--- src/rtl/spi_master_ctrl.sv ---
`timescale 1ns/1ps
`default_nettype none
// ============================================================================
// spi_master_ctrl : serialises host RAM commands into 11-bit SPI slave frames
// Revision 1.0
// ============================================================================
module spi_master_ctrl #(
   parameter int RD_TURNAROUND = 2,
   parameter int IDLE_GAP      = 1
) (
   input  logic       clk,
   input  logic       rst_n,
   input  logic       cmd_valid,
   output logic       cmd_ready,
   input  logic [1:0] cmd,
   input  logic [7:0] cmd_data,
   output logic       rsp_valid,
   output logic [7:0] rsp_data,
   output logic       busy,
   output logic       MOSI,
   input  logic       MISO,
   output logic       SS_n
);

   localparam logic [3:0] TURN_LOAD = 4'(RD_TURNAROUND - 1);
   localparam logic [3:0] GAP_LOAD  = 4'(IDLE_GAP - 1);

   typedef enum logic [2:0] {
      S_IDLE  = 3'd0,
      S_START = 3'd1,
      S_SHIFT = 3'd2,
      S_TURN  = 3'd3,
      S_RECV  = 3'd4,
      S_END   = 3'd5
   } state_t;

   state_t      state_q, state_d;
   logic [3:0]  cnt_q, cnt_d;
   logic [10:0] frame_q, frame_d;
   logic [1:0]  cmd_q, cmd_d;
   logic        ss_n_q, ss_n_d;
   logic        mosi_q, mosi_d;
   logic        cmd_ready_q, cmd_ready_d;
   logic        busy_q, busy_d;
   logic        recv_q, recv_d;
   logic        last_q, last_d;
   logic [6:0]  shreg_q, shreg_d;
   logic        rsp_valid_q, rsp_valid_d;
   logic [7:0]  rsp_data_q, rsp_data_d;
   logic        accept;

   always_comb begin
      accept  = cmd_valid && cmd_ready_q;
      state_d = state_q;
      cnt_d   = cnt_q;
      frame_d = frame_q;
      cmd_d   = cmd_q;

      case (state_q)
         S_IDLE: begin
            if (accept) begin
               frame_d = {cmd[1], cmd, cmd_data};
               cmd_d   = cmd;
               state_d = S_START;
            end
         end
         S_START: begin
            state_d = S_SHIFT;
            cnt_d   = 4'd10;
         end
         S_SHIFT: begin
            frame_d = {frame_q[9:0], 1'b0};
            if (cnt_q == 4'd0) begin
               if (cmd_q == 2'b11) begin
                  state_d = S_TURN;
                  cnt_d   = TURN_LOAD;
               end else begin
                  state_d = S_END;
                  cnt_d   = GAP_LOAD;
               end
            end else begin
               cnt_d = cnt_q - 4'd1;
            end
         end
         S_TURN: begin
            if (cnt_q == 4'd0) begin
               state_d = S_RECV;
               cnt_d   = 4'd7;
            end else begin
               cnt_d = cnt_q - 4'd1;
            end
         end
         S_RECV: begin
            if (cnt_q == 4'd0) begin
               state_d = S_END;
               cnt_d   = GAP_LOAD;
            end else begin
               cnt_d = cnt_q - 4'd1;
            end
         end
         S_END: begin
            if (cnt_q == 4'd0) begin
               state_d = S_IDLE;
            end else begin
               cnt_d = cnt_q - 4'd1;
            end
         end
         default: begin
            state_d = S_IDLE;
         end
      endcase

      // Pins and handshake lag the state by one cycle, all from flops.
      ss_n_d      = !((state_q == S_START) || (state_q == S_SHIFT) ||
                      (state_q == S_TURN)  || (state_q == S_RECV));
      mosi_d      = (state_q == S_SHIFT) && frame_q[10];
      cmd_ready_d = (state_q == S_IDLE) && !accept;
      busy_d      = !cmd_ready_d;
      recv_d      = (state_q == S_RECV);
      last_d      = (state_q == S_RECV) && (cnt_q == 4'd0);
      shreg_d     = recv_q ? {shreg_q[5:0], MISO} : shreg_q;
      rsp_valid_d = last_q;
      rsp_data_d  = last_q ? {shreg_q, MISO} : rsp_data_q;
   end

   always_ff @(posedge clk or negedge rst_n) begin
      if (!rst_n) begin
         state_q <= S_IDLE;
      end else begin
         state_q <= state_d;
      end
   end

   always_ff @(posedge clk or negedge rst_n) begin
      if (!rst_n) begin
         cnt_q       <= 4'd0;
         frame_q     <= 11'd0;
         cmd_q       <= 2'b00;
         ss_n_q      <= 1'b1;
         mosi_q      <= 1'b0;
         cmd_ready_q <= 1'b1;
         busy_q      <= 1'b0;
         recv_q      <= 1'b0;
         last_q      <= 1'b0;
         shreg_q     <= 7'd0;
         rsp_valid_q <= 1'b0;
         rsp_data_q  <= 8'h00;
      end else begin
         cnt_q       <= cnt_d;
         frame_q     <= frame_d;
         cmd_q       <= cmd_d;
         ss_n_q      <= ss_n_d;
         mosi_q      <= mosi_d;
         cmd_ready_q <= cmd_ready_d;
         busy_q      <= busy_d;
         recv_q      <= recv_d;
         last_q      <= last_d;
         shreg_q     <= shreg_d;
         rsp_valid_q <= rsp_valid_d;
         rsp_data_q  <= rsp_data_d;
      end
   end

   assign SS_n      = ss_n_q;
   assign MOSI      = mosi_q;
   assign cmd_ready = cmd_ready_q;
   assign busy      = busy_q;
   assign rsp_valid = rsp_valid_q;
   assign rsp_data  = rsp_data_q;

endmodule
`default_nettype wire
--- config.mk ---
export PLATFORM = sky130hd
export DESIGN_NAME = spi_master_ctrl
export DESIGN_NICKNAME = d
export VERILOG_FILES = /design/src/rtl/spi_master_ctrl.sv
export SDC_FILE = /design/constraint.sdc
export NUM_CORES = 1
export LEC_CHECK = 0
export CORE_UTILIZATION = 50
export DETAILED_ROUTE_END_ITERATION = 7
export PLACE_DENSITY = 0.74
export SYNTH_ARGS = -nofsm -noshare
export SYNTH_HDL_FRONTEND = slang
export SYNTH_SLANG_ARGS = --single-unit
--- constraint.sdc ---
create_clock -name clk -period 1.95 [get_ports clk]
set_input_delay 0.195 -clock clk [delete_from_list [all_inputs] [get_ports clk]]
set_output_delay 0.195 -clock clk [all_outputs]
set_load 0.005 [all_outputs]
==> flow_summary.rst <==
.. list-table::
   :header-rows: 1

   * - Metric
     - Value
   * - Power density normalized to cell area
     - 1310 nW/µm²
   * - Total of endpoints with negative setup slack in the final report
     - 0
   * - Ratio of final minimum period to clock period
     - 91.7%
   * - Number of antenna violations at the first check in global routing
     - 0
   * - H-tree Lvls
     - 2
   * - Final setup skew
     - 0.00388 ns
   * - Total Neg Setup Slack
     - 0 ns
   * - Number of sinks driven by the clock tree
     - 42
   * - Max Root-Sink Buffers
     - 2
   * - Final GP Congestion
     - 0.886
   * - Distinct cells, synth
     - 39
   * - Area enclosed by the die boundary
     - 4030 µm²
   * - Standard cell core area
     - 3470 µm²
   * - Max transition margin
     - 61.8%
   * - Estimated wirelength of the detail-placed design
     - 2460 µm
   * - Critical Path, Cell by Cell
     - inv_1 > ha_1 > nor3b_4 > or4b_2 > nand3_1
   * - Clock latency on the worst-skew pair
     - 0.28 ns
   * - Fraction of final layout cells with drive strength greater than 1
     - 20.4%
   * - Crit path buffers/inverters
     - 1
   * - Post-synth top area share
     - 53.0%
   * - Nature of the critical path endpoint
     - register
   * - Width of the chip
     - 63.5 µm
   * - Fillers
     - 272
   * - Placed Area
     - 2200 µm²
   * - Pins Over Slew Limit
     - 0
   * - Via count of the routed design
     - 1322
   * - Top post-synthesis cells by area
     - sky130_fd_sc_hd__dfrtp_1 53%, sky130_fd_sc_hd__mux2_2 8.9%, sky130_fd_sc_hd__mux2i_1 4.2%, sky130_fd_sc_hd__nand2_1 3.6%, sky130_fd_sc_hd__o21ai_0 2.9%
   * - Worst Path Max Fanout
     - 9
   * - Kind of cell with the highest combined delay on the critical path
     - simple AND/OR/NAND/NOR gates
   * - Register area share after synthesis
     - 55.8%
   * - Iteration-0 DRC Markers
     - 57
   * - Pin slew with the least headroom to its limit
     - 0.574 ns
   * - Static Leakage
     - 1.06 nW
   * - Antenna violation net count after detailed routing
     - 0
   * - Post-route design area
     - 2320 µm²
   * - TritonCTS clock tree
     - done
   * - Master cell of the clock root buffer
     - sky130_fd_sc_hd__clkbuf_8
   * - Overall routing resource usage
     - 19.0%
   * - Longest individual stage delay on the worst path
     - 0.63 ns
   * - Top-level port count
     - 27
   * - Clock transition at path regs
     - 0.08 ns
   * - Startpoint kind of the worst setup timing path
     - register
   * - Setup repair after global routing missed its margin
     - false
   * - Row count
     - 21
   * - Final-report hold violation count
     - 0
   * - Crit Path Class
     - reg2reg
   * - First-pass GRT wire length
     - 5930 µm
   * - Via count of the first global-routing pass
     - 1377
   * - Synth Cell Area
     - 1890 µm²
   * - Fmax
     - 559 MHz
   * - Max rail drop VDD
     - 0.767 mV
   * - Critical-path cell with the highest stage delay
     - sky130_fd_sc_hd__or4b_2
   * - Number of cells produced by synthesis
     - 163
   * - Layout overhead on the synthesized area
     - 22.9%
   * - Overflow left after global routing
     - 0
   * - Number of warnings printed during yosys synthesis
     - 0
   * - Number of buffers added by the clock tree synthesis step
     - 5
   * - Syn_area_per_cell
     - 11.6 µm²
   * - WL final
     - 3360 µm
   * - Post-CTS repair timing setup buffer count
     - 0
   * - DR vias/cell
     - 5.46
   * - Data arrival time of the worst path
     - 2.01 ns
   * - Input/output buffers
     - 26
   * - Remaining routing DRC violations
     - 0
   * - Drt wl/cell
     - 13.9 µm
   * - Post-synthesis sequential element count
     - 42
   * - Final critical path time including I/O delays and setup
     - 1.79 ns
   * - Pin count of the biggest net entering global routing
     - 29
   * - Post-synthesis cell type with the largest combined area
     - sky130_fd_sc_hd__dfrtp_1
   * - Max-cap viol count
     - 0
   * - Initial standard-cell utilization of the core
     - 54.4%
   * - Net count of the finished layout
     - 211
   * - Required arrival time at the worst endpoint
     - 2.17 ns
   * - Antenna diode count
     - 0
   * - Net count after synthesis
     - 179
   * - Hold Path Class
     - in2async
   * - Status
     - finished clean
   * - Pre-antenna DRT Iters
     - 4
   * - Die extent in y
     - 63.5 µm
==> cell usage after synthesis, drive strengths merged <==
cell type,n
dfrtp,40
nand2,18
mux2,15
o21ai,11
nor2,10
mux2i,8
nor3,6
and2,5
buf,5
inv,5
a21oi,4
clkbuf,4
a221o,3
nand2b,3
a21o,2
and3,2
dfstp,2
ha,2
nand3,2
nor3b,2
a211o,1
a211oi,1
a21boi,1
and4bb,1
maj3,1
nand4b,1
nor2b,1
o2111ai,1
o22ai,1
o31ai,1
o32a,1
or3,1
or4b,1
xor2,1
==> repair_timing <==
action,CTS,global route
gates resized for setup,0,1
hold buffers,1,0
setup endpoints to repair,0,1
endpoints found under the hold margin,25,0
==> state kept, by name (all words and copies together), names as in the netlist <==
| signal | flops |
|---|---|
| cmd_ready | 1 |
| cnt_q | 4 |
| rsp_data | 8 |
| recv_q | 1 |
| busy | 1 |
| SS_n | 1 |
| frame_q | 11 |
| rsp_valid | 1 |
| last_q | 1 |
| cmd_q | 2 |
| state_q | 3 |
| MOSI | 1 |
| shreg_q | 7 |
==> per-layer routing <==
layer,track usage [%],wire (µm),vias up
li1,-,-,632
met1,22.5,1540,642
met2,32.4,1630,38
met3,4.53,133,10
met4,8.81,61,0
met5,0,0,-
==> area by class of cell <==
type | instances | area (µm²) | share of cell area (%)
clock buffers | 5 | 68.8 | 2.96
clock inverters | 3 | 40.0 | 1.73
inverters | 5 | 18.8 | 0.809
multi-input cells | 107 | 764 | 32.9
flip-flops and latches | 42 | 1050 | 45.4
well taps | 46 | 57.6 | 2.48
repair buffers | 34 | 318 | 13.7
==> worst paths after layout <==
check / from / endpoint / slack (ns) / cells past startpoint
worst max-delay path: cnt_q[0] / cnt_q[0] / 0.16 / 5
worst min-delay path: rst_n / rsp_data[4] / 0.43 / 2
worst max register to register: cnt_q[0] / cnt_q[0] / 0.16 / 5
worst min register to register: cmd_q[0] / cmd_q[0] / 0.49 / 1
max in group asynchronous: rst_n / cmd_ready / 0.88 / 3
min in group clk: cmd_data[0] / frame_q[0] / 0.48 / 3
==> power breakdown <==
part | leakage, nW | switching, mW | internal [mW]
clock network | 0.0579 | 0.290 | 0.377
registers | 0.555 | 0.167 | 1.10
logic | 0.452 | 0.583 | 0.529
==> per-stage QoR <==
stage	util (%)	worst slack, ns	hold WS (ns)	instances	power, mW
6_report	66.9	0.162	0.431	242	3.04
5_1_grt	66.9	0.115	0.492	242	3.24
4_1_cts	66.7	0.165	0.449	242	3.04
3_5_place_dp	63.3	0.190	0.229	233	2.36
3_3_place_gp	63.3	0.276	0.219	233	2.31
2_1_floorplan	-	0.327	-0.101	163	2.06
==> worst register-to-register path, stage by stage, from the launching register on <==
cell	delay, ns
sky130_fd_sc_hd__dfrtp_1	0.44
sky130_fd_sc_hd__inv_1	0.10
sky130_fd_sc_hd__ha_1	0.25
sky130_fd_sc_hd__nor3b_4	0.20
sky130_fd_sc_hd__or4b_2	0.63
sky130_fd_sc_hd__nand3_1	0.11
==> kinds of logic (layout without fill, tap and decap cells) <==
family | after synthesis | after routing | synth area share, %
and+or+nand+nor | 53 | 53 | 15.3
DFF | 42 | 42 | 55.8
buffers and inverters | 14 | 47 | 4.04
adders and majority gates | 3 | 3 | 1.86
xor gates and xnor gates | 1 | 1 | 0.464
muxes | 23 | 23 | 13.2
AOI/OAI and AO/OA | 27 | 27 | 9.34
==> placed cells by master (no fill, tap or decap), types with 2 or more instances in the layout <==
cell type,instances
sky130_fd_sc_hd__dfrtp_1,40
sky130_fd_sc_hd__clkdlybuf4s50_1,25
sky130_fd_sc_hd__nand2_1,18
sky130_fd_sc_hd__mux2_2,15
sky130_fd_sc_hd__o21ai_0,11
sky130_fd_sc_hd__nor2_1,8
sky130_fd_sc_hd__mux2i_1,8
sky130_fd_sc_hd__buf_4,7
sky130_fd_sc_hd__inv_1,5
sky130_fd_sc_hd__and2_1,5
sky130_fd_sc_hd__nor3_1,5
sky130_fd_sc_hd__clkbuf_8,5
sky130_fd_sc_hd__a21oi_1,4
sky130_fd_sc_hd__nand2b_1,3
sky130_fd_sc_hd__a221o_1,3
sky130_fd_sc_hd__dfstp_2,2
sky130_fd_sc_hd__and3_1,2
sky130_fd_sc_hd__nor2_2,2
sky130_fd_sc_hd__nand3_1,2
sky130_fd_sc_hd__a21o_1,2
sky130_fd_sc_hd__ha_1,2
sky130_fd_sc_hd__clkinv_2,2
(Power assumes the default switching activity.)
